[src/rtl/spi_console_tx_pkg.sv]
// spi_console_tx_pkg
//   Shared definitions for the SPI console transmitter:
//   - CONSOLE_ADDR_DEFAULT : word address of the console MMIO register
//   - CONSOLE_MASK         : the only byte-lane mask that counts as a console write
//   - byte_t               : one console character
//   - spi_state_t          : transmit FSM states
package spi_console_tx_pkg;

  localparam logic [29:0] CONSOLE_ADDR_DEFAULT = 30'h3f800000;
  localparam logic [3:0]  CONSOLE_MASK         = 4'b0001;

  typedef logic [7:0] byte_t;

  typedef enum logic [1:0] {
    IDLE = 2'd0,
    LOW  = 2'd1,
    HIGH = 2'd2
  } spi_state_t;

endpackage

[src/rtl/spi_console_fifo.sv]
// spi_console_fifo
//   Byte FIFO with wrap-bit pointers (log2(DEPTH)+1 bits). Flags are
//   registered from the next-state pointers, so they describe the FIFO
//   after the current cycle's push/pop.
//   The caller guarantees push only when there is room (or a pop in the
//   same cycle) and pop only when non-empty.
// Ports:
//   i_clk, i_rst   clock, synchronous active-high reset (flushes FIFO)
//   i_push, i_data write i_data at the tail
//   i_pop          advance the head
//   o_head         current head entry (valid when !o_empty)
//   o_full         FIFO full (registered)
//   o_empty        FIFO empty (registered)
//   o_empty_nxt    empty state after this cycle's push/pop (combinational)
module spi_console_fifo
  import spi_console_tx_pkg::*;
#(
  parameter int DEPTH = 16
) (
  input  logic  i_clk,
  input  logic  i_rst,
  input  logic  i_push,
  input  byte_t i_data,
  input  logic  i_pop,
  output byte_t o_head,
  output logic  o_full,
  output logic  o_empty,
  output logic  o_empty_nxt
);

  localparam int AW = $clog2(DEPTH);

  byte_t       r_mem [DEPTH];
  logic [AW:0] r_wr;
  logic [AW:0] r_rd;
  logic        r_full;
  logic        r_empty;
  logic [AW:0] w_wr_nxt;
  logic [AW:0] w_rd_nxt;
  logic        w_full_nxt;

  assign w_wr_nxt    = r_wr + (AW+1)'(i_push);
  assign w_rd_nxt    = r_rd + (AW+1)'(i_pop);
  assign w_full_nxt  = (w_wr_nxt[AW] != w_rd_nxt[AW]) &&
                       (w_wr_nxt[AW-1:0] == w_rd_nxt[AW-1:0]);
  assign o_empty_nxt = (w_wr_nxt == w_rd_nxt);

  always_ff @(posedge i_clk) begin
    if (i_rst) begin
      r_wr    <= '0;
      r_rd    <= '0;
      r_full  <= 1'b0;
      r_empty <= 1'b1;
    end else begin
      r_wr    <= w_wr_nxt;
      r_rd    <= w_rd_nxt;
      r_full  <= w_full_nxt;
      r_empty <= o_empty_nxt;
    end
  end

  // On push-while-full with a pop, the tail slot is the head slot; the head
  // is read combinationally this cycle, so overwriting it at the edge is safe.
  always_ff @(posedge i_clk) begin
    if (i_push) begin
      r_mem[r_wr[AW-1:0]] <= i_data;
    end
  end

  assign o_head  = r_mem[r_rd[AW-1:0]];
  assign o_full  = r_full;
  assign o_empty = r_empty;

endmodule

[src/rtl/spi_console_tx.sv]
// spi_console_tx
//   Snoops the core data-memory write port for byte writes to the console
//   word, queues them, and shifts them out MSB-first on an SPI mode-0
//   transmit link. Never back-pressures the core: bytes arriving while the
//   FIFO is full are dropped and counted.
//   Optional macro SPI_CONSOLE_SIM_PRINT_EN adds simulation-only printing of
//   each popped character and a warning per dropped byte; no RTL change.
// Ports:
//   clk, rst            clock, synchronous active-high reset
//   IN_MEM_writeEnable  active-low write strobe
//   IN_MEM_writeAddr    word address
//   IN_MEM_writeData    write data (byte in [7:0])
//   IN_MEM_writeMask    byte-lane mask
//   OUT_SPI_clk         serial clock, idle low
//   OUT_SPI_mosi        serial data, changes on falling edge / load
//   OUT_busy            FIFO non-empty or frame in progress (registered)
//   OUT_full            FIFO full (registered)
//   OUT_dropCnt         saturating count of dropped bytes
//
// State | meaning
// IDLE  | no frame; pops head into shifter as soon as FIFO is non-empty
// LOW   | SPI clock low for CLK_DIV cycles, mosi holds current bit
// HIGH  | SPI clock high for CLK_DIV cycles; on exit shift or finish byte
module spi_console_tx
  import spi_console_tx_pkg::*;
#(
  parameter int          FIFO_DEPTH   = 16,
  parameter int          CLK_DIV      = 2,
  parameter logic [29:0] CONSOLE_ADDR = CONSOLE_ADDR_DEFAULT
) (
  input  logic        clk,
  input  logic        rst,
  input  logic        IN_MEM_writeEnable,
  input  logic [29:0] IN_MEM_writeAddr,
  input  logic [31:0] IN_MEM_writeData,
  input  logic [3:0]  IN_MEM_writeMask,
  output logic        OUT_SPI_clk,
  output logic        OUT_SPI_mosi,
  output logic        OUT_busy,
  output logic        OUT_full,
  output logic [7:0]  OUT_dropCnt
);

  localparam int               DIV_W    = (CLK_DIV > 1) ? $clog2(CLK_DIV) : 1;
  localparam logic [DIV_W-1:0] DIV_LOAD = DIV_W'(CLK_DIV - 1);

  spi_state_t       r_state;
  spi_state_t       w_state_nxt;
  logic [DIV_W-1:0] r_div;
  logic [DIV_W-1:0] w_div_nxt;
  byte_t            r_shift;
  byte_t            w_shift_nxt;
  logic [2:0]       r_bit;
  logic [2:0]       w_bit_nxt;
  logic             r_sclk;
  logic             w_sclk_nxt;
  logic             r_mosi;
  logic             w_mosi_nxt;
  logic             r_busy;
  logic [7:0]       r_drop;

  logic             w_accept;
  logic             w_push;
  logic             w_pop;
  logic             w_drop;
  logic             w_div_tc;
  byte_t            w_head;
  logic             w_full;
  logic             w_empty;
  logic             w_empty_nxt;
  logic             w_unused_data;

  assign w_unused_data = ^IN_MEM_writeData[31:8];

  assign w_accept = !IN_MEM_writeEnable &&
                    (IN_MEM_writeAddr == CONSOLE_ADDR) &&
                    (IN_MEM_writeMask == CONSOLE_MASK);
  // A pop in the same cycle frees the slot, so a full FIFO still accepts.
  assign w_push   = w_accept && (!w_full || w_pop);
  assign w_drop   = w_accept && w_full && !w_pop;
  assign w_div_tc = (r_div == '0);

  spi_console_fifo #(
    .DEPTH (FIFO_DEPTH)
  ) u_fifo (
    .i_clk       (clk),
    .i_rst       (rst),
    .i_push      (w_push),
    .i_data      (IN_MEM_writeData[7:0]),
    .i_pop       (w_pop),
    .o_head      (w_head),
    .o_full      (w_full),
    .o_empty     (w_empty),
    .o_empty_nxt (w_empty_nxt)
  );

  always_comb begin
    w_state_nxt = r_state;
    w_div_nxt   = r_div;
    w_shift_nxt = r_shift;
    w_bit_nxt   = r_bit;
    w_sclk_nxt  = r_sclk;
    w_mosi_nxt  = r_mosi;
    w_pop       = 1'b0;
    case (r_state)
      IDLE: begin
        if (!w_empty) begin
          w_pop       = 1'b1;
          w_shift_nxt = w_head;
          w_mosi_nxt  = w_head[7];
          w_bit_nxt   = 3'd0;
          w_div_nxt   = DIV_LOAD;
          w_state_nxt = LOW;
        end
      end
      LOW: begin
        if (w_div_tc) begin
          w_sclk_nxt  = 1'b1;
          w_div_nxt   = DIV_LOAD;
          w_state_nxt = HIGH;
        end else begin
          w_div_nxt = r_div - 1'b1;
        end
      end
      HIGH: begin
        if (w_div_tc) begin
          w_sclk_nxt = 1'b0;
          w_div_nxt  = DIV_LOAD;
          if (r_bit == 3'd7) begin
            w_state_nxt = IDLE;
          end else begin
            w_shift_nxt = {r_shift[6:0], 1'b0};
            w_mosi_nxt  = r_shift[6];
            w_bit_nxt   = r_bit + 1'b1;
            w_state_nxt = LOW;
          end
        end else begin
          w_div_nxt = r_div - 1'b1;
        end
      end
      default: begin
        w_state_nxt = IDLE;
      end
    endcase
  end

  always_ff @(posedge clk) begin
    if (rst) begin
      r_state <= IDLE;
      r_div   <= '0;
      r_shift <= '0;
      r_bit   <= '0;
      r_sclk  <= 1'b0;
      r_mosi  <= 1'b0;
      r_busy  <= 1'b0;
    end else begin
      r_state <= w_state_nxt;
      r_div   <= w_div_nxt;
      r_shift <= w_shift_nxt;
      r_bit   <= w_bit_nxt;
      r_sclk  <= w_sclk_nxt;
      r_mosi  <= w_mosi_nxt;
      r_busy  <= !w_empty_nxt || (w_state_nxt != IDLE);
    end
  end

  always_ff @(posedge clk) begin
    if (rst) begin
      r_drop <= '0;
    end else if (w_drop && (r_drop != 8'hff)) begin
      r_drop <= r_drop + 8'd1;
    end
  end

`ifdef SPI_CONSOLE_SIM_PRINT_EN
  always @(posedge clk) begin
    if (!rst && w_pop) begin
      $write("%c", w_head);
    end
    if (!rst && w_drop) begin
      $display("spi_console_tx: warning, console byte %02h dropped (FIFO full)",
               IN_MEM_writeData[7:0]);
    end
  end
`endif

  assign OUT_SPI_clk  = r_sclk;
  assign OUT_SPI_mosi = r_mosi;
  assign OUT_busy     = r_busy;
  assign OUT_full     = w_full;
  assign OUT_dropCnt  = r_drop;

endmodule

[config.mk]
export PLATFORM = sky130hd
export DESIGN_NAME = spi_console_tx
export DESIGN_NICKNAME = d
export VERILOG_FILES = /design/src/rtl/spi_console_tx_pkg.sv /design/src/rtl/spi_console_fifo.sv /design/src/rtl/spi_console_tx.sv
export SDC_FILE = /design/constraint.sdc
export NUM_CORES = 1
export LEC_CHECK = 0
export BUFFER_PORTS_ARGS = -buffer_cell sky130_fd_sc_hd__buf_2
export CAP_MARGIN = 20
export CORE_MARGIN = 10
export CORE_UTILIZATION = 40
export DETAILED_ROUTE_END_ITERATION = 12
export GPL_TIMING_DRIVEN = 0
export HOLD_SLACK_MARGIN = 0.06
export SYNTH_ARGS = -nofsm -noshare
export SYNTH_HDL_FRONTEND = slang
export SYNTH_HIERARCHICAL = 1
export SYNTH_SLANG_ARGS = --single-unit
[constraint.sdc]
create_clock -name clk -period 4.3 [get_ports clk]
set_clock_uncertainty 0.15 [all_clocks]
set_input_delay 1.075 -clock clk [delete_from_list [all_inputs] [get_ports clk]]
set_output_delay 1.075 -clock clk [all_outputs]
set_load 0.01 [all_outputs]
==> impl_metrics.yaml <==
global_route:
  grt_max_degree: 17
  grt_usage: 0.130
  antenna_found_initial: 0
  grt_pass1_wl_um: 22100
  grt_overflow: 0
  grt_pass1_vias: 3969
finish:
  final_cells: 731
  n_fill_cell: 1404
  stdcell_area_mm2: 0.00790
  layout-drive-gt1-share: 0.284
  syn_to_final_growth_pct: 17.3
  final_nets: 578
  diodes: 0
clocking:
  cts_num_sinks: 164
  path_clk_slew_ns: 0.06
  cts_tree: "yes"
  clockBufferDepth: 2
  cts_root_buffer: "clkbuf_16"
  cts_buffers: 17
  hold_buffers: 0
  cts.repair.resized: 0
  postCtsSetupBuffers: 0
  cts_max_level: 4
  insertion_delay_ns: 0.42
job:
  maxCapViolCount: 0
die:
  initial_core_util: 0.407
  dieArea_mm2: 0.0224
  ioPinCount: 81
  core-area_mm2: 0.0165
  die_y_um: 150
  rows: 47
  fp.dieW_um: 150
hold_path:
  hold_class: "flop to flop"
  min-delay-start: "r_shift[0]$_SDFFE_PP0P_"
  min_path_cells: 2
  hold_end: "r_shift[0]$_SDFFE_PP0P_"
critical_path:
  r2r-start: "r_state[1]$_SDFF_PP0_"
  worst-r2r-setup-slack_ns: 0.82
  worstSetupPathType: "input pin to flop"
  crit_fanout: 5
  r2r-end: "OUT_busy$_SDFF_PP0_"
  arrival_ns: 3.86
  cp-start-kind: "input pin"
  endpoint_kind: "flop"
  worstPathRequired_ns: 4.43
  reg2reg_depth: 12
power_and_ir_drop:
  powerDensity_mw_per_mm2: 487
  peakVddDrop_uv: 349
  power_w: 0.00385
  p_leak_nw: 2.70
synth:
  syn_inst: 418
  synth_cell_types: 49
  syn_area_per_cell_um2: 16.1
  ys.flop_type: "edfxtp_1"
  ys_warn_count: 6
  synth_area_mm2: 0.00673
  synthArstFlopShare: 0
  syn_nets: 498
  synth_edf_count: 128
  ys_ff_latch: 164
  ys_seq_area_frac: 0.678
run_status:
  outcome: "finished clean"
placed_design:
  hpwlAfterDp_um: 9730
  place_area_mm2: 0.00732
  place_congestion: 0.853
  dp_cells: 699
  port_buffers: 56
routing:
  ant_nets: 0
  detail_route.iter0.violations: 247
  drt-pass1-iter-count: 4
  drc: 0
  viasPerCell: 5.32
  routed_wl_um: 14100
  post_drt_wl_per_cell_um: 19.3
  vias: 3890
timing:
  slew_headroom: 0.425
  hold_viol_final: 0
  min_period_over_period: 0.868
  worstMarginPinSlew_ns: 0.859
  min_period_ns: 3.73
  timing.hold.ws_ns: 0.327
  setup_viol: 0
  rsz0062_at_grt: "no"
  maxSlewViolCount: 0
  max_freq_mhz: 268
## registers in the layout (all words and copies together) (netlist names), 2 cells and up
signal        count
u_fifo/r_rd       5
r_shift           7
r_bit             3
r_state           2
u_fifo/r_wr       5
OUT_dropCnt       8
u_fifo/r_mem    128
## logic make-up after synthesis
kind of cell	Yosys count	synth area share
xor+xnor	13	0.0191
mux	41	0.122
fa+ha+maj	11	0.0204
flops	164	0.678
simple gates	109	0.0890
compound gates	51	0.0509
buf+inv	29	0.0208
## metal layers
| layer | up-vias | wire length (um) | GRT usage |
|---|---|---|---|
| met5 | - | 0 | 0 |
| met4 | 0 | 51 | 0.0296 |
| met3 | 8 | 1240 | 0.0492 |
| met2 | 135 | 6730 | 0.207 |
| met1 | 1949 | 6080 | 0.164 |
| li1 | 1798 | - | - |
## per-stage QoR
step / util / TNS [ns] / setup WS, ns
2_1_floorplan: - / 0 / 0.315
3_3_place_gp: 0.441 / -78.33 / -0.972
3_5_place_dp: 0.443 / 0 / 0.0517
4_1_cts: 0.478 / 0 / 0.490
5_1_grt: 0.478 / 0 / 0.344
6_report: 0.478 / 0 / 0.568
## cells in the final DEF, fill, tap and decap left out, drive strengths merged, types with 3 or more instances in the layout
cell and n:
a211oi 8, a21oi 11, a22oi 17, buf 73
clkbuf 28, clkinv 8, dfxtp 36, edfxtp 128
ha 11, inv 12, mux2i 8, mux4 32
nand2 14, nand2b 8, nand3 12, nand3b 4
nand4 3, nor2 37, nor2b 6, nor3 5
nor4 5, o21ai 6, o31ai 3, or3 4
or4 3, xnor2 3, xor2 9
## worst max-delay path, stage by stage
cell and delay, ns:
buf_2 0.10, nor4_2 0.26, nand4_1 0.17, a2111oi_1 0.36
buf_2 0.27, ha_1 0.19, ha_1 0.19, xnor2_1 0.17
xor3_1 0.26, or3_4 0.41, nor3_1 0.29, a31oi_1 0.12
## final cells by class
type	count	area (um^2)	area share
Multi-Input combinational cell	225	2030	0.257
Timing Repair Buffer	61	315	0.0399
Clock buffer	17	425	0.0539
Sequential cell	164	4560	0.578
Buffer	23	118	0.0149
Tap cell	220	275	0.0349
Clock inverter	15	145	0.0184
Inverter	6	22.5	0.00285
## synth_stat cells, types with 5 or more instances
master / number / area [um^2]
edfxtp_1: 128 / 3840
nor2_1: 37 / 139
dfxtp_1: 36 / 721
mux4_2: 30 / 676
a22oi_1: 17 / 128
nand2_1: 13 / 48.8
nand3_1: 12 / 60.1
a21oi_1: 11 / 55.1
ha_1: 11 / 138
clkbuf_1: 10 / 37.5
xor2_1: 9 / 78.8
a211oi_1: 8 / 60.1
mux2i_1: 8 / 80.1
nand2b_1: 8 / 50.1
buf_2: 6 / 30.0
inv_1: 6 / 22.5
nor2b_1: 6 / 37.5
o21ai_0: 6 / 30.0
nor3_1: 5 / 25.0
## report_power, final
| group | internal (W) | total [W] | switching (W) |
|---|---|---|---|
| sequential | 0.00174 | 0.00177 | 0.0000255 |
| clock | 0.000812 | 0.00146 | 0.000645 |
| combinational | 0.000284 | 0.000620 | 0.000336 |
| total | 0.00284 | 0.00385 | 0.00101 |
## how the worst max path moves through the flow
stage                                to                  from  cells after the start  slack [ns]
global placement    OUT_busy$_SDFF_PP0_   IN_MEM_writeAddr[2]                     11       -0.97
detailed placement  OUT_busy$_SDFF_PP0_   IN_MEM_writeAddr[2]                     12        0.05
floorplan           OUT_busy$_SDFF_PP0_  IN_MEM_writeAddr[16]                     10        0.31
global route        OUT_busy$_SDFF_PP0_  IN_MEM_writeAddr[16]                     12        0.34
CTS                 OUT_busy$_SDFF_PP0_   IN_MEM_writeAddr[2]                     12        0.49
finish              OUT_busy$_SDFF_PP0_   IN_MEM_writeAddr[2]                     12        0.57
(Power assumes the default switching activity.)
